==> config.mk <==
export PLATFORM = sky130hd
export DESIGN_NAME = qei_speed
export DESIGN_NICKNAME = d
export VERILOG_FILES = /design/src/rtl/qei_speed.sv
export SDC_FILE = /design/constraint.sdc
export NUM_CORES = 1
export LEC_CHECK = 0
export CORE_ASPECT_RATIO = 2
export CORE_MARGIN = 8
export CORE_UTILIZATION = 40
export DETAILED_ROUTE_END_ITERATION = 10
export PLACE_DENSITY = 0.59
export REMOVE_ABC_BUFFERS = 1
export SLEW_MARGIN = 20
export SYNTH_ARGS = -nofsm -noshare
export SYNTH_HDL_FRONTEND = slang
export SYNTH_SLANG_ARGS = --single-unit
==> constraint.sdc <==
create_clock -name clk -period 7 [get_ports clk]
set_clock_uncertainty 0.15 [all_clocks]
set_input_delay 1.4 -clock clk [delete_from_list [all_inputs] [get_ports clk]]
set_output_delay 1.4 -clock clk [all_outputs]
set_load 0.05 [all_outputs]
==> src/rtl/qei_speed.sv <==
// Quadrature encoder front end: sync + glitch filter, x4 decode, position and windowed speed.
// Optional index line (zeroes pos_o on a filtered rising edge) is enabled by defining QEI_INDEX_EN.
`ifndef PID_RES
`define PID_RES 32
`endif

module qei_speed #(
  parameter int nbits      = `PID_RES,
  parameter int SAMPLE_DIV = 50000,
  parameter int FILT_LEN   = 3
) (
  input  logic             clk,
  input  logic             rst,
  input  logic             clr,
  input  logic             a_i,
  input  logic             b_i,
`ifdef QEI_INDEX_EN
  input  logic             z_i,
`endif
  output logic [nbits-1:0] pos_o,
  output logic [nbits-1:0] pv_o,
  output logic             pid_en_o,
  output logic             err_o
);

`ifdef QEI_INDEX_EN
  localparam int NL = 3;
`else
  localparam int NL = 2;
`endif
  localparam int CW = (FILT_LEN > 1) ? $clog2(FILT_LEN) : 1;
  localparam int SW = (SAMPLE_DIV > 2) ? $clog2(SAMPLE_DIV) : 1;
  localparam logic [CW-1:0] FMAX  = CW'(FILT_LEN - 1);
  localparam logic [SW-1:0] STERM = SW'(SAMPLE_DIV - 1);
  localparam logic [nbits-1:0] ONE = {{(nbits-1){1'b0}}, 1'b1};

  logic [NL-1:0] din;
  logic [NL-1:0] sync1;
  logic [NL-1:0] sync2;
  logic [NL-1:0] filt;
  logic [CW-1:0] cnt [NL];

  logic [1:0]       prev;
  logic             primed;
  logic [nbits-1:0] delta;
  logic             illegal;
  logic             index_zero;
  logic [SW-1:0]    scnt;
  logic [nbits-1:0] acc;

`ifdef QEI_INDEX_EN
  assign din = {z_i, a_i, b_i};
`else
  assign din = {a_i, b_i};
`endif

  // A line's filtered level moves only after FILT_LEN consecutive samples disagree with it.
  always_ff @(posedge clk) begin
    if (rst) begin
      sync1 <= '0;
      sync2 <= '0;
      filt  <= '0;
      for (int i = 0; i < NL; i++) cnt[i] <= '0;
    end else begin
      sync1 <= din;
      sync2 <= sync1;
      for (int i = 0; i < NL; i++) begin
        if (sync2[i] == filt[i]) begin
          cnt[i] <= '0;
        end else if (cnt[i] == FMAX) begin
          filt[i] <= sync2[i];
          cnt[i]  <= '0;
        end else begin
          cnt[i] <= cnt[i] + 1'b1;
        end
      end
    end
  end

  function automatic logic [1:0] phase(input logic [1:0] ab);
    case (ab)
      2'b00:   phase = 2'd0;
      2'b01:   phase = 2'd1;
      2'b11:   phase = 2'd2;
      default: phase = 2'd3;
    endcase
  endfunction

  // prev tracks the filtered pair even during clr so nothing is counted once clr drops.
  always_ff @(posedge clk) begin
    if (rst) begin
      prev   <= 2'b00;
      primed <= 1'b0;
    end else begin
      prev   <= filt[1:0];
      primed <= 1'b1;
    end
  end

  always_comb begin
    logic [1:0] d;
    delta   = '0;
    illegal = 1'b0;
    d       = phase(filt[1:0]) - phase(prev);
    if (primed) begin
      case (d)
        2'd1:    delta = ONE;
        2'd3:    delta = '1;
        2'd2:    illegal = 1'b1;
        default: delta = '0;
      endcase
    end
  end

`ifdef QEI_INDEX_EN
  logic z_q;
  always_ff @(posedge clk) begin
    if (rst) z_q <= 1'b0;
    else     z_q <= filt[2];
  end
  assign index_zero = filt[2] & ~z_q;
`else
  assign index_zero = 1'b0;
`endif

  // A count on the terminal cycle is folded into the window being published.
  always_ff @(posedge clk) begin
    if (rst || clr) begin
      pos_o    <= '0;
      pv_o     <= '0;
      pid_en_o <= 1'b0;
      err_o    <= 1'b0;
      scnt     <= '0;
      acc      <= '0;
    end else begin
      pos_o <= index_zero ? '0 : pos_o + delta;
      err_o <= err_o | illegal;
      if (scnt == STERM) begin
        scnt     <= '0;
        pv_o     <= acc + delta;
        acc      <= '0;
        pid_en_o <= 1'b1;
      end else begin
        scnt     <= scnt + 1'b1;
        acc      <= acc + delta;
        pid_en_o <= 1'b0;
      end
    end
  end

endmodule

==> run metrics, run 1 <==
run status complete, no violations; Final setup viols 0; reg-to-reg critical path endpoint pos_o[24]; Starting Density roughly 41%; Levels on crit path 15; CTS tree done; routability cong. between 0.9 and 1; nets 1025; Rel. slew slack 43.5%; Distinct cells, synth 64; Post-synth top flop dfxtp_1; sequential share of the synthesized area about a third; CP cell instances inv_1 -> ha_1 -> ha_1 -> nor2b_1 -> nor2b_4 -> buf_4 -> ha_1 -> and4_1 -> and2_1 -> and2_1 -> a211oi_1 -> a31oi_1 -> a211oi_1 -> xor2_1 -> nor2_1; Tightest Pin Transition 837 ps; htree depth 4; setup TNS 0 ps; detailed placement HPWL 15400 um; die area 23300 sq um; max-slew violations 0; number of diodes 0; Post-synth EDFFs 4; Inserted Clock Buffers 17; WL final just over 20000 um; R2R Setup Slk 2010 ps; commonest cells after routing, fill and taps aside nor2_1, dfxtp_1, nand2_1; Mapped Avg Cell Area about 8.4 sq um; first-iteration detailed-routing DRC count between 200 and 300; Critical Path Start filt[0]; Async SR Flop Fraction 0%; unrepaired setup endpoints after global routing false; GR Overflow Total 0; clk root buf clkbuf_16; number of global-route vias before repair ~6700; largest net degree at the start of global routing 47; final hold slack roughly 290 ps; CP most frequent cell ha_1; post-synthesis cell count 880; Leakage roughly 0.0038 uW; Worst Setup EP pos_o[24]; CTS sink cnt roughly 130; CP max stage cell a211oi_1; Fmax between 200 and 250 MHz; max_cap viols 0; Clock Path Buffers 2; area added between synthesis and finish 20.7%; Routed Antenna Nets 0; Final Critical Period around 5000 ps; Hold-fix buffers, CTS 0; Setup CP Type reg2reg; die height around 210 um; Clock Latency Late Sink 420 ps; Power Density 185 nW/um^2; PostCTS Resize Cnt 0; routed len/inst between 15 and 20 um; Max VDD drop around 130 uV; via/cell ratio ~5.5; critical path required time between 7000 and 8000 ps; # rows 70; Port Buffers 70; layout cells sized above 1 about 4.7%; #FFs+latches synth around 130; Total GRT Usage 17.8%; Fin. Hold Viols 0; crit start category flip-flop; Clk pin slew, worst setup/hold paths about 50 ps; crit-path max FO 31; TritonRoute pass-1 iters 4; ratio of final minimum period to clock period ~71%; arrival time of the worst setup path 5120 ps; Final Util 49.0%; Crit. End Element flip-flop; DRC 0; antenna violations before repair 0; io pins 71; CORE AREA 18100 sq um; Die W about 110 um; Synth Warn # 0; postcts setup bufs 0; Hold Path Class reg2reg; first-pass GRT wire length 32700 um; Pwr Total between 1500 and 2000 uW; Reg2Reg Depth 15; R2R Path Start filt[0]; CP peak stage delay about 550 ps; Largest delay share family, worst path simple AND/OR/NAND/NOR gates; DR vias roughly 6400; Post-Syn Area 7370 sq um; crit path buf inv count 2; commonest non-fill, non-tap cell in the layout nor2_1
## how the worst min path moves through the flow
stage                     slack (ps)  endpoint  startpoint  cells past startpoint
after floorplan                  260  sync2[0]    sync1[0]                      1
after global placement           270  sync2[1]    sync1[1]                      1
after detailed placement         280  sync2[1]    sync1[1]                      1
after CTS                        290  sync2[1]    sync1[1]                      1
after global routing             310  sync2[1]    sync1[1]                      1
final                            290  sync2[0]    sync1[0]                      1
## power breakdown
| part | switching (uW) | internal (uW) | leakage, uW | total (uW) |
|---|---|---|---|---|
| Clock | 316 | 562 | 0.000284 | 879 |
| Sequential | 1.98 | 731 | 0.00103 | 733 |
| Combinational | 23.1 | 10.6 | 0.00251 | 33.7 |
## metrics by stage
| stage | worst slack (ps) | std cells | instance area [sq um] |
|---|---|---|---|
| after floorplan | 707 | 851 | 7260 |
| after global placement | 2060 | 1145 | 8300 |
| after detailed placement | 2030 | 1145 | 8300 |
| after CTS | 1960 | 1177 | 8890 |
| after global routing | 1750 | 1177 | 8890 |
| final | 2010 | 1177 | 8890 |
## logic make-up after synthesis
logic type | count (synthesis) | share of synthesized area [%]
DFF | 127 | 35.1
buffers and inverters | 57 | 2.90
xor gates and xnor gates | 71 | 8.44
other | 1 | 0.0509
adders and majority gates | 72 | 12.4
and+or+nand+nor | 330 | 21.3
muxes | 4 | 0.544
AOI/OAI and AO/OA | 218 | 19.3
## synth_stat cells (3+ instances only)
master / number / share of area (%)
o21a_1: 8 / 0.82
a22o_1: 4 / 0.48
nand4_1: 12 / 1.0
mux2i_1: 4 / 0.54
o21bai_1: 3 / 0.31
nor2b_1: 15 / 1.3
and3_1: 16 / 1.4
a31oi_1: 13 / 1.1
edfxtp_1: 4 / 1.6
clkbuf_1: 31 / 1.6
o21ai_1: 6 / 0.41
inv_1: 23 / 1.2
a211oi_1: 13 / 1.3
nand2_1: 72 / 3.7
a21o_1: 32 / 3.3
and4_1: 4 / 0.48
o21ai_0: 34 / 2.3
dfxtp_1: 123 / 33
a41oi_1: 5 / 0.59
nand3_1: 19 / 1.3
nor2_1: 124 / 6.3
ha_1: 70 / 12
a211o_1: 4 / 0.48
nor3_1: 11 / 0.75
a21oi_1: 67 / 4.6
xor2_1: 32 / 3.8
a221o_1: 5 / 0.68
xnor2_1: 39 / 4.6
and2_1: 22 / 1.9
nand2b_1: 11 / 0.93
or3_1: 10 / 0.85
o211ai_1: 3 / 0.31
## worst reg2reg max path, stage by stage, from the launching register on
cell	delay, ps
dfxtp_1	390
inv_1	80
ha_1	300
ha_1	310
nor2b_1	240
nor2b_4	450
buf_4	450
ha_1	390
and4_1	230
and2_1	200
and2_1	170
a211oi_1	550
a31oi_1	320
a211oi_1	410
xor2_1	190
nor2_1	50
## state kept, by name, indices dropped and copies added (netlist names)
name	flops
acc	32
sync2	2
sync1	2
err_o	1
filt	2
cnt	4
prev	2
pos_o	32
scnt	16
primed	1
pv_o	32
pid_en_o	1
## per-layer routing
metal,up-vias,wire length (um),part of all wire [%],GRT usage (%)
li1,3259,-,-,-
met1,2982,7070,35,15.0
met2,127,11500,57,35.9
met3,52,644,3.2,3.83
met4,0,955,4.7,10.7
met5,-,0,0,0
## cell type report
class	instances	area, sq um
multi-input cells	699	4590
well taps	216	270
clock buffers	23	489
flip-flops and latches	127	2580
inverters	25	93.8
repair buffers	78	761
fillers	1814	9240
clock inverters	9	106
(Power assumes the default switching activity.)
==> run 2: changes to the inputs <==
==> constraint.sdc (replaced) <==
create_clock -name clk -period 5.2 [get_ports clk]
set_clock_uncertainty 0.15 [all_clocks]
set_input_delay 1.04 -clock clk [delete_from_list [all_inputs] [get_ports clk]]
set_output_delay 1.04 -clock clk [all_outputs]
set_load 0.05 [all_outputs]
==> run 2 against run 1 <==
  * Worst hold slack better by 9.7 ps
  * Utilization is 0.38 points higher
  * Final cell count is 0.34% higher
  * Clock power is 43% higher
  * Total power is 39% higher
  * Via count is 1.8% higher
  * Flip-flop and latch count stayed put
  * Highest routed layer unchanged
  * Non-clock buffer count is 4 higher
==> run metrics, run 2 (same netlist as run 1, synthesis figures left out) <==
finished layout cell area 8960 sq um (+0.77%); # rows 70 (unchanged); setup TNS 0 ps (unchanged); crit-path max FO 22 (-29%); Reg2Reg Depth 15 (unchanged); first-iteration detailed-routing DRC count 240 (-6.6%); Crit. End Element flip-flop; CP peak stage delay 400 ps (-150 ps); Total GRT Usage 18.0% (+0.27 points); Hold-fix buffers, CTS 0 (unchanged); via/cell ratio 5.53 (+1.4%); Psw 519 uW (+52%); die height 208 um (unchanged); layout cells sized above 1 5.39% (+0.71 points); nets 1029 (+0.39%); CP cell instances inv_1 -> ha_1 -> ha_1 -> nor2b_1 -> nor2b_4 -> buf_4 -> ha_1 -> a21oi_1 -> o21ai_0 -> a41oi_1 -> nor2b_1 -> a2bb2oi_1 -> o21ai_1 -> a211oi_1 -> mux2i_1; Tightest Pin Transition 845 ps (+7.81 ps); Power Internal 1770 uW (+36%); area added between synthesis and finish 21.6%; Largest delay share family, worst path compound AO/OA/AOI/OAI gates; largest net degree at the start of global routing 42 (-11%); die area 23300 sq um (unchanged); first-pass GRT wire length 33900 um (+3.4%); area post-placement 8340 sq um (+0.51%); Logic pwr share 2.0% (about the same); Port Buffers 70 (unchanged); Levels on crit path 15 (unchanged); Routed Antenna Nets 0 (unchanged); Fin. Hold Viols 0 (unchanged); CTS tree done; filler instances 1785 (-1.6%); Rel. slew slack 42.9% (-0.53 points); commonest cells after routing, fill and taps aside nor2_1, dfxtp_1, nand2_1; htree depth 4 (unchanged); run status complete, no violations; unrepaired setup endpoints after global routing false; Inserted Clock Buffers 17 (unchanged); critical path required time 5410 ps (-1720 ps); number of diodes 0 (unchanged); CP most frequent cell ha_1; Fmax 224 MHz (+12%); detailed placement HPWL 15400 um (-0.24%); crit start category flip-flop; Final Critical Period 4460 ps (-532 ps); ratio of final minimum period to clock period 85.8% (+14 points); clk root buf clkbuf_16; Starting Density 40.6% (unchanged); Clock power frac 54.9% (+1.5 points); Leakage 0.00386 uW (+0.82%); postcts setup bufs 0 (unchanged); Die W 112 um (unchanged); WL final 20200 um (+0.40%); TritonRoute pass-1 iters 4 (unchanged); Final setup viols 0 (unchanged); GR Overflow Total 0 (unchanged); Max VDD drop 199 uV (+48%); Setup CP Type reg2reg; Pwr Total 2290 uW (+39%); CTS sink cnt 127 (unchanged); commonest non-fill, non-tap cell in the layout nor2_1; crit path buf inv count 2 (unchanged); Clock Path Buffers 2 (unchanged); Seq pwr share 43.0% (-1.5 points); DRC 0 (unchanged); PnR worst setup slack 741 ps (-1270 ps); number of global-route vias before repair 6950 (+4.5%); io pins 71 (unchanged); CORE AREA 18100 sq um (unchanged); DR vias 6535 (+1.8%); Power Density 256 nW/um^2 (+38%); Sw Share 22.6% (+1.9 points); CP max stage cell ha_1; PostCTS Resize Cnt 0 (unchanged); antenna violations before repair 0 (unchanged); routed len/inst 17.1 um (about the same); Place WS 665 ps (-1370 ps); Hold Path Class reg2reg; Largest regs acc x32, pos_o x32, pv_o x32; Clk pin slew, worst setup/hold paths 60 ps (about the same); max-slew violations 0 (unchanged); Clock Latency Late Sink 420 ps (about the same); max_cap viols 0 (unchanged); arrival time of the worst setup path 4670 ps (-450 ps); routability cong. 0.905 (-4.4%); WHS Path Cells 1 (unchanged)
run 2: worst paths after layout:
check,startpoint,end,slack (ps)
worst min register to register,sync1[0],sync2[0],300
worst max-delay path,filt[0],pos_o[30],740
worst min-delay path,sync1[0],sync2[0],300
worst max register to register,filt[0],pos_o[30],740
run 2: layout make-up:
| class | instances | area (sq um) | area share (%) |
|---|---|---|---|
| timing repair buffer | 82 | 803 | 8.97 |
| inverter | 25 | 93.8 | 1.05 |
| clock buffer | 18 | 439 | 4.90 |
| tap | 216 | 270 | 3.02 |
| clock inverter | 14 | 183 | 2.04 |
| multi-input combinational | 699 | 4590 | 51.2 |
| sequential | 127 | 2580 | 28.8 |
run 2: layer usage:
layer	share of wire [%]	up-vias	wire, um	global-route usage, %
met5	0	-	0	0
met4	3.9	0	795	9.75
met3	2.8	48	574	3.10
met2	58	126	11700	36.8
met1	35	3104	7160	15.9
li1	-	3257	-	-
run 2: power groups by stage:
stage | clock (uW) | combinational (uW) | sequential, uW
finish | 1260 | 46.8 | 986
global route | 1330 | 52.4 | 986
CTS | 1290 | 47.9 | 986
detailed placement | 0 | 47.8 | 1010
global placement | 0 | 47.6 | 1010
floorplan | 0 | 24.0 | 1010
run 2: per-stage QoR:
| stage | utilization [%] | instances | hold WS, ps |
|---|---|---|---|
| after floorplan | - | 851 | 264 |
| after global placement | 46.0 | 1149 | 286 |
| after detailed placement | 46.0 | 1149 | 300 |
| after CTS | 49.4 | 1181 | 307 |
| after global routing | 49.4 | 1181 | 322 |
| final | 49.4 | 1181 | 300 |
==> run 3: changes to the inputs <==
--- a/config.mk
+++ b/config.mk
@@ -11,6 +11,7 @@
 export DETAILED_ROUTE_END_ITERATION = 10
 export PLACE_DENSITY = 0.59
 export REMOVE_ABC_BUFFERS = 1
+export SKIP_LAST_GASP = 1
 export SLEW_MARGIN = 20
 export SYNTH_ARGS = -nofsm -noshare
 export SYNTH_HDL_FRONTEND = slang
==> results of run 3 <==
Final layout, timing and power as in run 2 (identical DEF).
